## config.mk

```make
export PLATFORM = sky130hd
export DESIGN_NAME = pe_array_sequencer
export DESIGN_NICKNAME = d
export VERILOG_FILES = /design/src/rtl/pe_array_sequencer_pkg.sv /design/src/rtl/pe_array_sequencer_skew_line.sv /design/src/rtl/pe_array_sequencer.sv
export SDC_FILE = /design/constraint.sdc
export NUM_CORES = 1
export LEC_CHECK = 0
export ABC_AREA = 0
export BUFFER_PORTS_ARGS = -buffer_cell sky130_fd_sc_hd__buf_2
export CAP_MARGIN = 5
export CORE_MARGIN = 4
export CORE_UTILIZATION = 47
export DETAILED_ROUTE_END_ITERATION = 8
export GPL_TIMING_DRIVEN = 1
export PLACE_DENSITY = 0.76
export SLEW_MARGIN = 10
export SYNTH_ARGS = -nofsm -noshare
export SYNTH_HDL_FRONTEND = slang
export SYNTH_HIERARCHICAL = 1
export SYNTH_SLANG_ARGS = --single-unit
```

## constraint.sdc

```tcl
create_clock -name clk -period 1.9 [get_ports clk]
set_input_delay 0.095 -clock clk [delete_from_list [all_inputs] [get_ports clk]]
set_output_delay 0.095 -clock clk [all_outputs]
set_load 0.02 [all_outputs]
```

## src/rtl/pe_array_sequencer_pkg.sv

```systemverilog
// pe_seq_pkg: shared state encoding, lane width and drain-length helper for pe_array_sequencer.
package pe_seq_pkg;
    typedef enum logic [2:0] {IDLE, CLEAR, FEED, DRAIN, DONE} state_t;
    localparam int DW = 8;
    function automatic int drain_len(input int n);
        return 2 * n - 1;
    endfunction
endpackage

```

## src/rtl/pe_array_sequencer_skew_line.sv

```systemverilog
// skew_line: DEPTH-stage operand delay with valid tracking; data reads 0 whenever its valid is low.
module skew_line #(
    parameter int DEPTH = 1,
    parameter int DW = 8
) (
    input  logic          clk,
    input  logic          rst,
    input  logic          flush,
    input  logic          valid,
    input  logic [DW-1:0] data,
    output logic [DW-1:0] q
);
    if (DEPTH == 0) begin : g_comb
        logic unused;
        assign unused = clk ^ rst ^ flush;
        assign q = valid ? data : '0;
    end else begin : g_reg
        logic [DEPTH-1:0] v;
        logic [DW-1:0] d [DEPTH];
        always_ff @(posedge clk or posedge rst) begin
            if (rst) begin
                v <= '0;
                for (int k = 0; k < DEPTH; k++) d[k] <= '0;
            end else if (flush) begin
                v <= '0;
                for (int k = 0; k < DEPTH; k++) d[k] <= '0;
            end else begin
                v[0] <= valid;
                d[0] <= valid ? data : '0;
                for (int k = 1; k < DEPTH; k++) begin
                    v[k] <= v[k-1];
                    d[k] <= d[k-1];
                end
            end
        end
        assign q = v[DEPTH-1] ? d[DEPTH-1] : '0;
    end
endmodule

```

## src/rtl/pe_array_sequencer.sv

```systemverilog
// pe_array_sequencer: drives an N x N output-stationary MAC array through one N x K by K x N product.
// Optional PE_SEQ_ABORT_EN adds an abort input that cancels a running job without a done pulse.
module pe_array_sequencer
    import pe_seq_pkg::*;
#(
    parameter int N  = 4,
    parameter int KW = 8,
    parameter int DW = pe_seq_pkg::DW
) (
    input  logic            clk,
    input  logic            rst,
`ifdef PE_SEQ_ABORT_EN
    input  logic            abort,
`endif
    input  logic            start,
    input  logic [KW-1:0]   k_len,
    output logic            busy,
    output logic            rd_en,
    output logic [KW-1:0]   rd_addr,
    input  logic [N*DW-1:0] a_rd_data,
    input  logic [N*DW-1:0] b_rd_data,
    output logic [N*DW-1:0] a_feed,
    output logic [N*DW-1:0] b_feed,
    output logic            acc_clr,
    output logic            done
);
    localparam logic [KW-1:0] DRAIN_LAST = KW'(drain_len(N) - 1);

    state_t st, nxt;
    logic [KW-1:0] kl, cnt;
    logic vld, abt;

`ifdef PE_SEQ_ABORT_EN
    assign abt = abort && (st == CLEAR || st == FEED || st == DRAIN);
`else
    assign abt = 1'b0;
`endif

    always_comb begin
        nxt = st;
        case (st)
            IDLE:    nxt = start ? CLEAR : IDLE;
            CLEAR:   nxt = (kl == '0) ? DONE : FEED;
            FEED:    nxt = (cnt == kl - 1'b1) ? DRAIN : FEED;
            DRAIN:   nxt = (cnt == DRAIN_LAST) ? DONE : DRAIN;
            DONE:    nxt = IDLE;
            default: nxt = IDLE;
        endcase
        if (abt) nxt = IDLE;
        busy    = st != IDLE;
        rd_en   = st == FEED && !abt;
        rd_addr = (st == FEED) ? cnt : '0;
        acc_clr = st == CLEAR;
        done    = st == DONE;
    end

    // cnt restarts on every state change, so it serves both FEED addressing and DRAIN timing
    always_ff @(posedge clk or posedge rst) begin
        if (rst) begin
            st  <= IDLE;
            kl  <= '0;
            cnt <= '0;
            vld <= 1'b0;
        end else begin
            st  <= nxt;
            kl  <= (st == IDLE && start) ? k_len : kl;
            cnt <= (nxt != st) ? '0 : cnt + 1'b1;
            vld <= rd_en;
        end
    end

    for (genvar i = 0; i < N; i++) begin : g_lane
        skew_line #(.DEPTH(i), .DW(DW)) u_a (
            .clk(clk), .rst(rst), .flush(abt), .valid(vld),
            .data(a_rd_data[i*DW +: DW]), .q(a_feed[i*DW +: DW])
        );
        skew_line #(.DEPTH(i), .DW(DW)) u_b (
            .clk(clk), .rst(rst), .flush(abt), .valid(vld),
            .data(b_rd_data[i*DW +: DW]), .q(b_feed[i*DW +: DW])
        );
    end
endmodule

```

==> flow_summary.ini <==
[grt]
grt_pass1_wl_mm = 20.49
grt_max_degree = 54
grt_pass1_vias = 4179
gr-total-overflow = 0
gr-usage-all-layers_pct = 20.50
antenna_found_initial = 0

[floorplanning]
start_util_pct = 48.46
die_w_um = 114.2
core.rowCount = 38
dieArea_mm2 = 0.01304
fp.dieH_um = 114.2
ios = 151
core_mm2 = 0.01094

[sta]
fmax_mhz = 532.2
setup_viol = 0
slew_viol_final = 0
worst_slack_ns = 0.02114
hold_viol_final = 0
clock-skew-final_ns = 0.006696
grt_setup_unrepaired = true
finalCriticalPeriod_ns = 1.879
timing.final.crit_share_pct = 98.89
maxSlewHeadroom_pct = 46.58
worstMarginPinSlew_ns = 0.8004

[run]
drv_cap = 0

[drt]
drtAntennaViolNets = 0
num_vias = 3902
dr.pass1.iters = 5
drc = 0
highest-signal-layer = met4
wl_mm = 12.33
routedWlPerCell_um = 14.32
met2_length_mm = 6.378
wl_met3_um = 750
viasPerCell = 4.532
drt_iter0_drc = 185
m1WireLength_mm = 5.049

[worst_setup_path]
cp_max_fo = 9
setup.worst_path.class = flip-flop to flip-flop
start_kind = flip-flop
cp_data_arrival_time_ns = 2.19
crit_path_end_kind = flip-flop
required_ns = 2.21

[clock_tree]
htreeDepth = 4
clock_sinks = 128
cts.clk_slew.worst_paths_ns = 0.06
clockRootBuffer = clkbuf_16
cts_max_path_buffers = 2
cts_buffers = 17
cts_tree = yes
worstSkewPairLatency_ns = 0.40

[logic_synthesis]
netlist_instances = 417
synthArstFlopShare_pct = 100.0
ys_seq_area_share_pct = 60.45
synth-main-ff-cell = dfrtp_1
ys_ff_latch = 128
synth-edff-count = 0
synth_area_mm2 = 0.005299
post_synth_num_cell_types = 43
synth.avg_cell_area_um2 = 12.71
ys_warn_count = 6

[layout]
final_net_count = 788
multi_input_area_mm2 = 0.002218
regArea_mm2 = 0.003204
fillers = 768
area_delta_synth_final_pct = 45.95
antennaDiodeCount = 0
drive_gt1_share_pct = 33.01

[placed_design]
gp_congestion = 0.8143
dp_hpwl_mm = 8.051
io_buffers = 150
place_ws_ns = -0.08324

[outcome]
status = finished, final reports clean

[pwr]
leakagePower_nw = 4.172
finalPower_w = 0.009541
vdd_drop_max_mv = 1.275
power_density_mw_per_mm2 = 1234

[min_path]
hold_class = input pin to flip-flop
cells in the final DEF (no fill, tap or decap), drive strengths merged, types with 3 or more instances in the layout:
cell	instances
nor3	6
xor2	3
conb	54
o21ai	3
bufinv	3
nand2	6
nand3	4
ha	4
clkbuf	22
a21oi	9
inv	14
and2	72
clkinv	3
o211ai	3
buf	172
mux2	6
a211oi	4
dfrtp	128
nor2b	60
and3b	48
xnor2	11
dlygate4sd3	57
nor2	6
report_power, final:
| part | internal, W | switching, W |
|---|---|---|
| clock network | 0.00213 | 0.00111 |
| registers | 0.00318 | 0.000411 |
| logic | 0.00132 | 0.00140 |
worst max-delay path, cell delays in order, from the launching register on:
cell and delay (ns):
dfrtp_1 0.40, or4_4 0.59, o41ai_4 0.30, a2111oi_4 0.12, buf_6 0.16, a211oi_1 0.22
layer usage:
layer / GRT usage, % / vias to the layer above
met5: 0 / -
met4: 5.859 / 0
met3: 6.977 / 13
met2: 35.71 / 117
met1: 24.12 / 1860
li1: - / 1912
timing repair:
item                                   4_1_cts  5_1_grt
hold buffers                                57        0
setup endpoints to repair                    4       10
endpoints found under the hold margin      184        0
setup buffers                                1        0
pin swaps                                    0        3
gates resized for setup                      5        2
worst paths after layout:
check	start	endpoint	slack [ns]	depth (start not counted)
worst max-delay path	kl[2]$_DFFE_PP0P_	cnt[7]$_DFF_PP0_	0.02	5
worst min-delay path	start	st[0]$_DFF_PP0_	0.16	5
worst max register to register	kl[2]$_DFFE_PP0P_	cnt[7]$_DFF_PP0_	0.02	5
worst min register to register	g_lane[3].u_b/g_reg.d[11]$_DFF_PP0_	g_lane[3].u_b/g_reg.d[3]$_DFF_PP0_	0.45	1
max in group asynchronous	rst	vld$_DFF_PP0_	0.87	3
min in group asynchronous	rst	g_lane[1].u_b/g_reg.d[7]$_DFF_PP0_	0.28	3
kinds of logic (layout without fill, tap and decap cells):
family / count (synthesis) / in the layout / share of synthesized area [%]
buf+inv: 22 / 273 / 2.314
xor+xnor: 15 / 15 / 2.739
other cells: 1 / 54 / 0.07077
fa+ha+maj: 4 / 4 / 0.9445
simple gates: 214 / 214 / 28.34
flops: 128 / 128 / 60.45
mux: 6 / 6 / 1.275
compound gates: 27 / 27 / 3.873
area by class of cell:
class	count	area share, %
Clock buffer	22	6.002
Clock inverter	9	1.715
Inverter	13	0.6310
Multi-Input combinational cell	320	28.68
Sequential cell	128	41.43
Tap cell	140	2.265
Timing Repair Buffer	229	19.27
through the flow:
stage | cell area, um^2 | hold slack (ns) | utilization, % | TNS (ns) | instances
2_1_floorplan | 5504 | -0.07708 | - | 0 | 470
3_3_place_gp | 6515 | 0.1680 | 59.58 | 0 | 772
3_5_place_dp | 6515 | 0.1666 | 59.58 | -0.2670 | 772
4_1_cts | 7720 | 0.1238 | 70.60 | 0 | 861
5_1_grt | 7734 | 0.1826 | 70.72 | -0.2557 | 861
6_report | 7734 | 0.1620 | 70.72 | 0 | 861
cell usage after synthesis (2+ instances only):
| cell | n | share of area, % |
|---|---|---|
| buf_6 | 5 | 1.1 |
| nor2_1 | 4 | 0.28 |
| nor2_2 | 2 | 0.24 |
| o211ai_1 | 3 | 0.42 |
| and2_1 | 72 | 8.5 |
| inv_1 | 13 | 0.92 |
| buf_2 | 2 | 0.19 |
| ha_1 | 4 | 0.94 |
| clkbuf_1 | 2 | 0.14 |
| and3b_1 | 42 | 6.9 |
| nand2_1 | 6 | 0.42 |
| and3b_2 | 6 | 1.1 |
| nand3_1 | 4 | 0.38 |
| o21a_1 | 2 | 0.28 |
| xnor2_1 | 11 | 1.8 |
| nand4_1 | 2 | 0.24 |
| xor2_1 | 3 | 0.50 |
| mux2_2 | 6 | 1.3 |
| nor2b_1 | 48 | 5.7 |
| a211oi_1 | 4 | 0.57 |
| o21ai_0 | 3 | 0.28 |
| a21oi_1 | 9 | 0.85 |
| dfrtp_1 | 128 | 60 |
| nor3_1 | 6 | 0.57 |
| nor2b_2 | 12 | 2.0 |
registers in the layout (all words and copies together) (netlist names):
signal,cells
g_lane.u_a/g_reg.d,48
g_lane.u_a/g_reg.v,6
g_lane.u_b/g_reg.v,6
g_lane.u_b/g_reg.d,48
cnt,8
st,3
vld,1
kl,8
No activity file was read; power rests on OpenSTA's default activity.
